## src/rtl/mc_control_unit.sv

```systemverilog
// Multi-cycle MIPS control unit: a Moore FSM that sequences fetch, decode,
// execute, memory and writeback on a shared instruction/data memory.
// Datapath controls are decoded combinationally from the current state.
// A few of them also depend on mem_ready, Zero or Funct.
module mc_control_unit #(
  parameter bit EN_BNE        = 1'b1,
  parameter bit EN_ADDI       = 1'b1,
  parameter bit MEM_HANDSHAKE = 1'b1
) (
  input  logic       clk,
  input  logic       rst,
  input  logic [5:0] opCode,
  input  logic [5:0] Funct,
  input  logic       Zero,
  input  logic       mem_ready,
  output logic       mem_req,
  output logic       IorD,
  output logic       MemWrite,
  output logic       IRWrite,
  output logic       RegDst,
  output logic       MemtoReg,
  output logic       RegWrite,
  output logic       ALUSrcA,
  output logic [1:0] ALUSrcB,
  output logic [2:0] ALUControl,
  output logic [1:0] PCSrc,
  output logic       PCEn,
  output logic       illegal,
  output logic [3:0] state
);

  typedef enum logic [3:0] {
    S_FETCH    = 4'd0,
    S_DECODE   = 4'd1,
    S_MEMADR   = 4'd2,
    S_MEMREAD  = 4'd3,
    S_MEMWB    = 4'd4,
    S_MEMWRITE = 4'd5,
    S_EXECUTE  = 4'd6,
    S_ALUWB    = 4'd7,
    S_BRANCH   = 4'd8,
    S_ADDIEXEC = 4'd9,
    S_ADDIWB   = 4'd10,
    S_JUMP     = 4'd11
  } state_t;

  localparam logic [5:0] OP_RTYPE = 6'b000000;
  localparam logic [5:0] OP_LW    = 6'b100011;
  localparam logic [5:0] OP_SW    = 6'b101011;
  localparam logic [5:0] OP_BEQ   = 6'b000100;
  localparam logic [5:0] OP_BNE   = 6'b000101;
  localparam logic [5:0] OP_ADDI  = 6'b001000;
  localparam logic [5:0] OP_J     = 6'b000010;

  localparam logic [2:0] ALU_ADD = 3'b010;
  localparam logic [2:0] ALU_SUB = 3'b110;
  localparam logic [2:0] ALU_AND = 3'b000;
  localparam logic [2:0] ALU_OR  = 3'b001;
  localparam logic [2:0] ALU_SLT = 3'b111;

  state_t cur, nxt;
  logic   rdy;
  logic   funct_ok;
  logic [2:0] funct_alu;

  // Raw controls before the reset gate on the write/strobe outputs
  logic r_mem_req, r_memwrite, r_irwrite, r_regwrite, r_pcen, r_illegal;

  assign rdy   = MEM_HANDSHAKE ? mem_ready : 1'b1;
  assign state = cur;

  // R-type funct decode to ALU operation
  always_comb begin
    funct_ok  = 1'b1;
    funct_alu = ALU_ADD;
    case (Funct)
      6'b100000: funct_alu = ALU_ADD;
      6'b100010: funct_alu = ALU_SUB;
      6'b100100: funct_alu = ALU_AND;
      6'b100101: funct_alu = ALU_OR;
      6'b101010: funct_alu = ALU_SLT;
      default:   funct_ok  = 1'b0;
    endcase
  end

  // Next-state logic and per-state control decode
  always_comb begin
    nxt        = S_FETCH;
    r_mem_req  = 1'b0;
    IorD       = 1'b0;
    r_memwrite = 1'b0;
    r_irwrite  = 1'b0;
    RegDst     = 1'b0;
    MemtoReg   = 1'b0;
    r_regwrite = 1'b0;
    ALUSrcA    = 1'b0;
    ALUSrcB    = 2'b00;
    ALUControl = ALU_ADD;
    PCSrc      = 2'b00;
    r_pcen     = 1'b0;
    r_illegal  = 1'b0;
    case (cur)
      S_FETCH: begin
        r_mem_req = 1'b1;
        ALUSrcB   = 2'b01;
        r_irwrite = rdy;
        r_pcen    = rdy;
        nxt       = rdy ? S_DECODE : S_FETCH;
      end
      S_DECODE: begin
        ALUSrcB = 2'b11;
        case (opCode)
          OP_LW, OP_SW: nxt = S_MEMADR;
          OP_RTYPE:     nxt = S_EXECUTE;
          OP_BEQ:       nxt = S_BRANCH;
          OP_BNE: begin
            if (EN_BNE) nxt = S_BRANCH;
            else        r_illegal = 1'b1;
          end
          OP_ADDI: begin
            if (EN_ADDI) nxt = S_ADDIEXEC;
            else         r_illegal = 1'b1;
          end
          OP_J:         nxt = S_JUMP;
          default:      r_illegal = 1'b1;
        endcase
      end
      S_MEMADR: begin
        ALUSrcA = 1'b1;
        ALUSrcB = 2'b10;
        if (opCode == OP_LW)      nxt = S_MEMREAD;
        else if (opCode == OP_SW) nxt = S_MEMWRITE;
      end
      S_MEMREAD: begin
        r_mem_req = 1'b1;
        IorD      = 1'b1;
        nxt       = rdy ? S_MEMWB : S_MEMREAD;
      end
      S_MEMWB: begin
        MemtoReg   = 1'b1;
        r_regwrite = 1'b1;
      end
      S_MEMWRITE: begin
        r_mem_req  = 1'b1;
        IorD       = 1'b1;
        r_memwrite = 1'b1;
        nxt        = rdy ? S_FETCH : S_MEMWRITE;
      end
      S_EXECUTE: begin
        ALUSrcA    = 1'b1;
        ALUControl = funct_alu;
        if (funct_ok) nxt = S_ALUWB;
        else          r_illegal = 1'b1;
      end
      S_ALUWB: begin
        RegDst     = 1'b1;
        r_regwrite = 1'b1;
      end
      S_BRANCH: begin
        ALUSrcA    = 1'b1;
        ALUControl = ALU_SUB;
        PCSrc      = 2'b01;
        r_pcen     = (opCode == OP_BNE) ? ~Zero : Zero;
      end
      S_ADDIEXEC: begin
        ALUSrcA = 1'b1;
        ALUSrcB = 2'b10;
        nxt     = S_ADDIWB;
      end
      S_ADDIWB: r_regwrite = 1'b1;
      S_JUMP: begin
        PCSrc  = 2'b10;
        r_pcen = 1'b1;
      end
      default: nxt = S_FETCH;
    endcase
  end

  // Strobes are held low during reset so nothing writes on the reset edge
  assign mem_req  = r_mem_req  & rst;
  assign MemWrite = r_memwrite & rst;
  assign IRWrite  = r_irwrite  & rst;
  assign RegWrite = r_regwrite & rst;
  assign PCEn     = r_pcen     & rst;
  assign illegal  = r_illegal  & rst;

  // State register, async active-low reset to FETCH
  always_ff @(posedge clk or negedge rst) begin
    if (!rst) cur <= S_FETCH;
    else      cur <= nxt;
  end

endmodule

```

## config.mk

```make
export PLATFORM = sky130hd
export DESIGN_NAME = mc_control_unit
export DESIGN_NICKNAME = d
export VERILOG_FILES = /design/src/rtl/mc_control_unit.sv
export SDC_FILE = /design/constraint.sdc
export NUM_CORES = 1
export LEC_CHECK = 0
export CORE_AREA = 5 5 48 58
export DETAILED_ROUTE_END_ITERATION = 7
export DIE_AREA = 0 0 53 63
export PLACE_DENSITY = 0.68
export SLEW_MARGIN = 10
export SYNTH_ARGS = -nofsm -noshare
export SYNTH_HDL_FRONTEND = slang
export SYNTH_SLANG_ARGS = --single-unit
```

## constraint.sdc

```tcl
create_clock -name clk -period 2.39 [get_ports clk]
set_input_delay 0.5975 -clock clk [delete_from_list [all_inputs] [get_ports clk]]
set_output_delay 0.5975 -clock clk [all_outputs]
set_load 0.005 [all_outputs]
```

==> results of run 1 <==
Yosys cell counts:
cell,instances,area (µm²)
nand2b_2,1,8.76
buf_2,1,5.00
a21oi_1,1,5.00
o31ai_1,1,7.51
o221ai_1,1,8.76
a211oi_1,1,7.51
mux2i_1,1,10.0
or2_2,1,6.26
inv_1,3,11.3
o21a_1,1,7.51
a221oi_2,1,15.0
nand2b_1,7,43.8
nor4_1,2,12.5
o211a_1,1,10.0
nor3b_1,2,15.0
or3_1,2,12.5
o311ai_1,1,8.76
nand3_1,1,5.00
or4bb_1,1,11.3
a22oi_1,1,7.51
mux2_2,1,11.3
xor2_1,1,8.76
nor2b_1,3,18.8
nor2_1,19,71.3
dfrtp_1,4,100
a32oi_1,3,26.3
a31o_2,1,8.76
nor3_1,7,35.0
nand3b_1,1,7.51
a32o_1,2,20.0
or4_1,1,7.51
xnor2_1,2,17.5
nand4_1,1,6.26
clkbuf_1,3,11.3
o21ai_0,4,20.0
nand2_1,8,30.0
metrics by stage:
step / setup WS, ns / instances / TNS, ns / total power (W)
6_report: 0.0477 / 192 / 0 / 0.000383
5_1_grt: -0.00650 / 192 / -0.00650 / 0.000415
4_1_cts: 0.00123 / 191 / 0 / 0.000381
3_5_place_dp: -0.620 / 183 / -3.24 / 0.000293
3_3_place_gp: -0.573 / 183 / -3.04 / 0.000289
2_1_floorplan: 0.325 / 92 / 0 / 0.000158
critical path, cell delays in order:
cell             delay (ns)
clkdlybuf4s15_1        0.23
buf_4                  0.14
nand4_1                0.12
xnor2_1                0.16
a32o_1                 0.24
dlygate4sd2_1          0.26
final cells by class:
cell class | count | share of cell area (%)
clock buffer | 3 | 1.66
inverter | 3 | 0.831
multi-input combinational | 81 | 43.3
sequential | 4 | 7.48
tap | 31 | 2.86
timing repair buffer | 70 | 43.9
per-layer routing:
layer / wire, µm / share of wire (%) / global-route usage, %
met1: 939 / 36 / 15.7
met2: 1360 / 53 / 30.0
met3: 209 / 8.1 / 2.15
met4: 69 / 2.7 / 6.71
met5: 0 / 0 / 0
power by group through the flow:
stage	Sequential [W]	Combinational, W	Clock [W]
after global placement	0.0000769	0.000212	0
after detailed placement	0.0000771	0.000216	0
after global routing	0.0000773	0.000246	0.0000917
final	0.0000767	0.000226	0.0000801
after floorplan	0.0000817	0.0000766	0
after CTS	0.0000769	0.000221	0.0000837
logic make-up after synthesis:
group,Yosys count,synth area share (%)
xor gates and xnor gates,3,4.24
buffers and inverters,7,4.44
DFF,4,16.2
and+or+nand+nor,57,47.1
AOI/OAI and AO/OA,19,24.6
muxes,2,3.43
worst max path at each step:
stage | start | end | slack, ns | depth (start not counted)
after detailed placement | opCode[2] | illegal | -0.62 | 6
after floorplan | Funct[1] | illegal | 0.33 | 4
final | opCode[0] | PCEn | 0.05 | 6
after global routing | opCode[0] | PCEn | -0.006 | 6
after global placement | opCode[1] | illegal | -0.57 | 6
after CTS | opCode[3] | PCEn | 0.001 | 6
timing repair:
action | 4_1_cts | 5_1_grt
buffers inserted | 5 | 1
hold endpoints to repair | 0 | 0
pin swaps | 14 | 8
cloned | 0 | 0
setup endpoints to repair | 9 | 9
resized for setup | 52 | 18
==> impl_metrics.yaml, run 1 <==
outcome:
  outcome: "complete, no violations"
global_route:
  antenna_found_initial: 0
  grt_pass1_wl_mm: 4.11
  overflow: 0
  first_global_vias: 1009
  grt.total_usage_pct: 15.6
  grt_start_max_net_pins: 16
die:
  fp.coreArea_mm2: 0.00221
  num_io_pins: 37
  num_rows: 19
  die-area_mm2: 0.00334
  die_w_um: 53
  die_h_um: 63
  initial_core_util_pct: 28.0
clock_network:
  cts_buffer_depth: 2
  holdBufCountCts: 0
  cts_sinks: 4
  cts_tree: "yes"
  cts.htree.levels: 1
  clockRootBuffer: "clkbuf_4"
  clk_pin_slew_ns: 0.04
  cts_buffers: 3
  clkLatencyLatePin_ns: 0.23
power_and_ir_drop:
  combPwrFrac_pct: 59.1
  power_frac_clock_pct: 20.9
  p_leak_nw: 0.656
  p_int_w: 0.000254
  power_density_mw_per_mm2: 283
  swShare_pct: 33.7
  peakVddDrop_mv: 0.224
  seq_power_share_pct: 20.0
  switchingPower_w: 0.000129
yosys:
  ys_seq_area_share_pct: 16.2
  synth_area_um2: 619
  yosysWarnings: 0
  synthCells: 92
  syn_avg_cell_area_um2: 6.73
  synth_cell_types: 36
  synth_seq_cells: 4
  synth_nets: 108
finish:
  final_area_mm2: 0.00136
  register_area_um2: 101
  area_growth_pct: 119
  fill_cells: 217
  final_common_cell: "buf_4"
  nets: 179
  final_util_pct: 61.3
  final_cell_mix: "31 x buf_4, 17 x nor2_1, 12 x clkdlybuf4s50_1, 8 x nand2_1, 7 x dlygate4sd2_1"
  n_antenna_cell: 0
  drive_above_1_share_pct: 41.0
  multi_input_area_um2: 587
  largest_reg_flops: 4
timing:
  rsz0062_at_grt: "true"
  relSlewSlack_pct: 66.7
  final_hold_viol_count: 0
  fmax_ghz: 0.427
  setup_viol: 0
  finalHoldWorstSlack_ns: 0.468
  tightestPinTransition_ns: 0.494
  skew_ns: 0.00230
  finalCritPeriodShare_pct: 98.0
  period_minus_slack_ns: 2.34
  slew_violations: 0
run:
  drv_cap: 0
place:
  port_buffers: 36
  dp_hpwl_mm: 1.94
  routabilityCongestion: 0.814
  placed_area_mm2: 0.00121
drt:
  drt_pass1_iterations: 4
  wl_per_cell_um: 13.4
  remaining_drc_errors: 0
  first_iter_violations: 20
  drt-total-wl_mm: 2.58
  vias: 960
  viasPerCell: 5.00
  ant_nets: 0
worst_hold_path:
  hold_class: "in -> async"
critical_path:
  endpoint_kind: "output port"
  crit_fanout: 3
  r2r_start: "state[1]"
  crit_arrival_ns: 1.74
  rrSetupSlack_ns: 0.67
  ff2ff_path_depth: 6
  critPathKind: "in -> out"
  reg2reg_to: "state[0]"
  cp_data_required_time_ns: 1.79
  worstSetupStartpointType: "primary input"
Power figures use the tool's default switching activity.
==> run 2, diff against run 1 <==
- CORE_AREA: 5 5 48 58 -> 2 2 45 55
- DIE_AREA: 0 0 53 63 -> 0 0 47 57
==> run 2 against run 1 <==
  * Die area decreased by 20%
  * Worst setup slack worse by 0.029 ns
  * Critical path depth is the same
  * Fmax down 1.2%
  * Wire length shrank 0.43%
  * Final cell count grew 1.0%
  * Sequential share of layout area hardly changed
  * Sequential power about the same
  * Worst hold slack better by 0.013 ns
  * Via count increased by 2.2%
  * Clock skew fell by 0.0013 ns
  * Critical path type unchanged
  * Flip-flop and latch count did not move
==> impl_metrics.yaml, run 2 (synthesized netlist as in run 1, its figures left out) <==
critical_path:
  cp_data_required_time_ns: 1.79
  worstSetupStartpointType: "primary input"
  crit_arrival_ns: 1.77
  critical-path-top-delay-family: "compound AO/OA/AOI/OAI gates"
  path_cells: "dlygate4sd2_1, or2_4, a221oi_4, nor3_2, a31o_2, buf_2"
  critPathKind: "in -> out"
  crit_path_start: "Funct[1]"
  endpoint_kind: "output port"
  crit_buf_inv: 2
  critPathMaxStageDelay_ns: 0.26
  slowest_stage: "or2_4"
  r2r_start: "state[0]"
  crit_fanout: 2
finish:
  final_common_cell: "buf_4"
  area_growth_pct: 117
  n_antenna_cell: 0
  register_area_um2: 100
  nets: 181
  largest_reg_flops: 4
  final_cell_mix: "35 x buf_4, 18 x nor2_1, 14 x clkdlybuf4s50_1, 11 x dlygate4sd2_1, 8 x nand2_1"
  drive_above_1_share_pct: 40.5
  multi_input_area_um2: 586
  final_util_pct: 61.3
  final_area_mm2: 0.00134
  fill_cells: 220
global_route:
  overflow: 0
  antenna_found_initial: 0
  first_global_vias: 918
  grt_start_max_net_pins: 16
  grt.total_usage_pct: 19.2
  grt_pass1_wl_mm: 3.85
outcome:
  outcome: "complete, no violations"
power_and_ir_drop:
  peakVddDrop_mv: 0.255
  switchingPower_w: 0.000130
  seq_power_share_pct: 20.1
  p_int_w: 0.000252
  power_w: 0.000381
  swShare_pct: 34.0
  combPwrFrac_pct: 58.8
  power_density_mw_per_mm2: 284
  p_leak_nw: 0.620
  power_frac_clock_pct: 21.1
place:
  routabilityCongestion: 0.855
  dp_hpwl_mm: 1.81
  placed_area_mm2: 0.00121
  port_buffers: 36
timing:
  fmax_ghz: 0.422
  finalCritPeriodShare_pct: 99.2
  skew_ns: 0.000962
  slew_violations: 0
  rsz0062_at_grt: "true"
  tightestPinTransition_ns: 0.375
  final_hold_viol_count: 0
  relSlewSlack_pct: 74.6
  setup_viol: 0
  finalHoldWorstSlack_ns: 0.481
  period_minus_slack_ns: 2.37
drt:
  wl_per_cell_um: 13.2
  vias: 981
  drt_pass1_iterations: 4
  drt-total-wl_mm: 2.56
  remaining_drc_errors: 0
  viasPerCell: 5.06
  first_iter_violations: 24
  ant_nets: 0
die:
  initial_core_util_pct: 28.3
  die-area_mm2: 0.00268
  num_rows: 19
  num_io_pins: 37
  die_h_um: 57
  fp.coreArea_mm2: 0.00219
  die_w_um: 47
clock_network:
  cts_buffers: 3
  clk_pin_slew_ns: 0.04
  cts.htree.levels: 1
  cts_buffer_depth: 2
  cts_tree: "yes"
  clockRootBuffer: "clkbuf_4"
  clkLatencyLatePin_ns: 0.23
  cts_sinks: 4
  holdBufCountCts: 0
run:
  drv_cap: 0
worst_hold_path:
  hold_class: "in -> async"
## run 2: area by class of cell
class                   instances  share of cell area [%]
inverters                       3                   0.840
repair buffers                 72                    43.5
multi-input cells              81                    43.7
well taps                      31                    2.89
clock buffers                   3                    1.68
flip-flops and latches          4                    7.46
## run 2: through the flow
| stage | setup WS (ns) | std cells | TNS [ns] |
|---|---|---|---|
| after detailed placement | -0.609 | 183 | -3.03 |
| after global placement | -0.581 | 183 | -3.05 |
| after CTS | -0.00678 | 192 | -0.00678 |
| after floorplan | 0.325 | 92 | 0 |
| after global routing | -0.0199 | 194 | -0.0245 |
| final | 0.0191 | 194 | 0 |
## run 2: final timing paths
| path | endpoint | slack [ns] | cells past startpoint |
|---|---|---|---|
| worst max-delay path | illegal | 0.02 | 6 |
| worst min-delay path | state[1] | 0.48 | 2 |
| worst max register to register | state[2] | 0.90 | 5 |
| worst min register to register | state[3] | 0.76 | 3 |
| max in group asynchronous | state[0] | 1.79 | 2 |
| min in group clk | state[3] | 0.76 | 3 |
## run 2: layer usage
metal  vias up  part of all wire, %  global-route usage, %
met3         2                  6.2                      0
met2        48                   57                   39.9
met1       448                   36                   19.3
li1        483                    -                      -
met5         -                    0                      0
met4         0                  1.1                   4.76
## run 2: worst reg2reg max path, stage by stage (launching register included)
cell and delay, ns:
dfrtp_1 0.36, buf_4 0.19, or4bb_1 0.49, o21ai_0 0.16, a32oi_1 0.12, nand2_1 0.11
## run 2: power groups by stage
stage | Clock [W] | Sequential [W] | Combinational [W]
finish | 0.0000806 | 0.0000765 | 0.000224
detailed placement | 0 | 0.0000773 | 0.000214
floorplan | 0 | 0.0000817 | 0.0000766
global route | 0.0000829 | 0.0000773 | 0.000243
CTS | 0.0000825 | 0.0000764 | 0.000218
global placement | 0 | 0.0000770 | 0.000212
## run 2: what timing repair did
item | 4_1_cts | 5_1_grt
gates resized for setup | 48 | 16
pin swaps | 9 | 7
endpoints found under the setup margin | 10 | 6
setup buffers | 6 | 2
==> run 3, diff against run 2 <==
- CORE_AREA: 2 2 45 55 -> 3 3 46 56
- DIE_AREA: 0 0 47 57 -> 0 0 49 59
- HOLD_SLACK_MARGIN: unset -> 0.15
==> run 3 against run 2 <==
  * Global-route usage shrank 1.0 points
  * Critical endpoint unchanged
  * Critical path depth grew 1
  * Register-to-register slack lost 0.03 ns
  * Die area grew 7.9%
  * First-iteration DRC count shrank 29%
  * Via count is the same
  * Non-clock buffer count shrank 2
  * Worst hold slack gained 0.0059 ns
  * Largest cell class is now buffers
  * Wire length grew 0.47%
  * Clock skew grew 0.0019 ns
  * Count of clock-buffer cells in the layout is the same
  * Critical path type unchanged
  * Core utilization grew 3.3 points
==> impl_metrics.yaml, run 3 (synthesized netlist as in run 1, its figures left out) <==
outcome:
  outcome: "complete, no violations"
global_route:
  gr-usage-met2_pct: 38.8
  use_met3_pct: 3.27
  overflow: 0
  use_met1_pct: 17.2
  top_usage_layer: "met2"
  first_global_vias: 982
  antenna_found_initial: 0
  grt_start_max_net_pins: 16
  grt_pass1_wl_mm: 4.17
  grt.total_usage_pct: 18.2
clock_network:
  cts_buffers: 3
  cts.htree.levels: 1
  cts_sinks: 4
  cts_buffer_depth: 2
  clk_pin_slew_ns: 0.04
  clockRootBuffer: "clkbuf_4"
  cts_tree: "yes"
  holdBufCountCts: 0
  clkLatencyLatePin_ns: 0.24
timing:
  final_hold_viol_count: 0
  setup_viol: 0
  slew_violations: 0
  tightestPinTransition_ns: 0.327
  fmax_ghz: 0.422
  relSlewSlack_pct: 78.0
  finalCritPeriodShare_pct: 99.1
  fin_ws_ns: 0.0221
  period_minus_slack_ns: 2.37
  rsz0062_at_grt: "true"
  skew_ns: 0.00286
finish:
  final_cell_mix: "31 x buf_4, 17 x nor2_1, 13 x clkdlybuf4s50_1, 10 x dlygate4sd2_1, 8 x nand2_1"
  final_util_pct: 64.6
  nets: 179
  final_common_cell: "buf_4"
  area_growth_pct: 119
  largest_reg_flops: 4
  n_antenna_cell: 0
  drive_above_1_share_pct: 41.0
  fill_cells: 192
die:
  die_w_um: 49
  num_io_pins: 37
  die-area_mm2: 0.00289
  die_h_um: 59
  num_rows: 18
  fp.coreArea_mm2: 0.00209
  initial_core_util_pct: 29.6
drt:
  drt-total-wl_mm: 2.58
  viasPerCell: 5.14
  drt_pass1_iterations: 4
  vias: 981
  remaining_drc_errors: 0
  first_iter_violations: 17
  wl_per_cell_um: 13.5
  ant_nets: 0
critical_path:
  worstSetupStartpointType: "primary input"
  crit_arrival_ns: 1.77
  crit_buf_inv: 3
  path_cells: "clkdlybuf4s15_1, nor2_2, buf_4, a32o_2, a211oi_2, a31o_2, clkbuf_2"
  cp_data_required_time_ns: 1.79
  endpoint_kind: "output port"
  critPathMaxStageDelay_ns: 0.28
  critPathKind: "in -> out"
  ff2ff_path_depth: 6
  crit_fanout: 3
  path_depth: 7
  critical-path-top-delay-family: "compound AO/OA/AOI/OAI gates"
  slowest_stage: "a32o_2"
power_and_ir_drop:
  peakVddDrop_mv: 0.267
  power_density_mw_per_mm2: 285
  p_leak_nw: 0.633
  power_w: 0.000386
place:
  post-place-ws_ns: -0.639
  port_buffers: 36
  dp_hpwl_mm: 1.92
  routabilityCongestion: 0.856
run:
  drv_cap: 0
worst_hold_path:
  hold_class: "in -> async"
[run 3: per-stage QoR]
step / instance area, µm² / std cells / TNS, ns / hold WS [ns]
final: 1350 / 191 / 0 / 0.487
after global placement: 1220 / 183 / -3.06 / 0.624
after floorplan: 619 / 92 / 0 / 0.302
after detailed placement: 1220 / 183 / -3.21 / 0.635
after global routing: 1350 / 191 / -0.0458 / 0.493
after CTS: 1320 / 189 / -0.0639 / 0.490
[run 3: path summary, 6_finish.rpt]
kind / from / endpoint / slack [ns]
worst min-delay path: rst / state[1] / 0.49
worst min register to register: state[2] / state[3] / 0.64
worst max-delay path: opCode[1] / illegal / 0.02
max in group asynchronous: rst / state[2] / 1.77
worst max register to register: state[1] / state[0] / 0.87
min in group clk: state[2] / state[3] / 0.64
[run 3: metal layers]
metal,up-vias,routed length (µm),part of all wire [%]
met5,-,0,0
met1,455,927,36
met3,3,187,7.3
met2,45,1440,56
li1,478,-,-
met4,0,17,0.66
[run 3: layout make-up]
cell class                      instances  area (µm²)  share of cell area [%]
Clock buffer                            3        22.5                    1.66
Inverter                                3        11.3                   0.832
Multi-Input combinational cell         81         589                    43.5
Sequential cell                         4         101                    7.49
Tap cell                               30        37.5                    2.77
Timing Repair Buffer                   70         592                    43.7
[run 3: worst register-to-register path, stage by stage (launching register included)]
cell,delay [ns]
dfrtp_1,0.40
buf_6,0.16
nand2b_1,0.16
buf_4,0.16
nor4_1,0.31
nand2_1,0.10
o311ai_1,0.11
[run 3: repair_timing]
item                                    4_1_cts  5_1_grt
endpoints found under the setup margin       10        8
cloned                                        0        0
gates resized for setup                      46       19
pin swaps                                    10        6
setup buffers                                 3        2
[run 3: power by group]
group	internal, W	switching (W)	leakage (nW)
sequential	0.0000734	0.00000352	0.0521
clock	0.0000561	0.0000274	0.0138
combinational	0.000123	0.000102	0.567
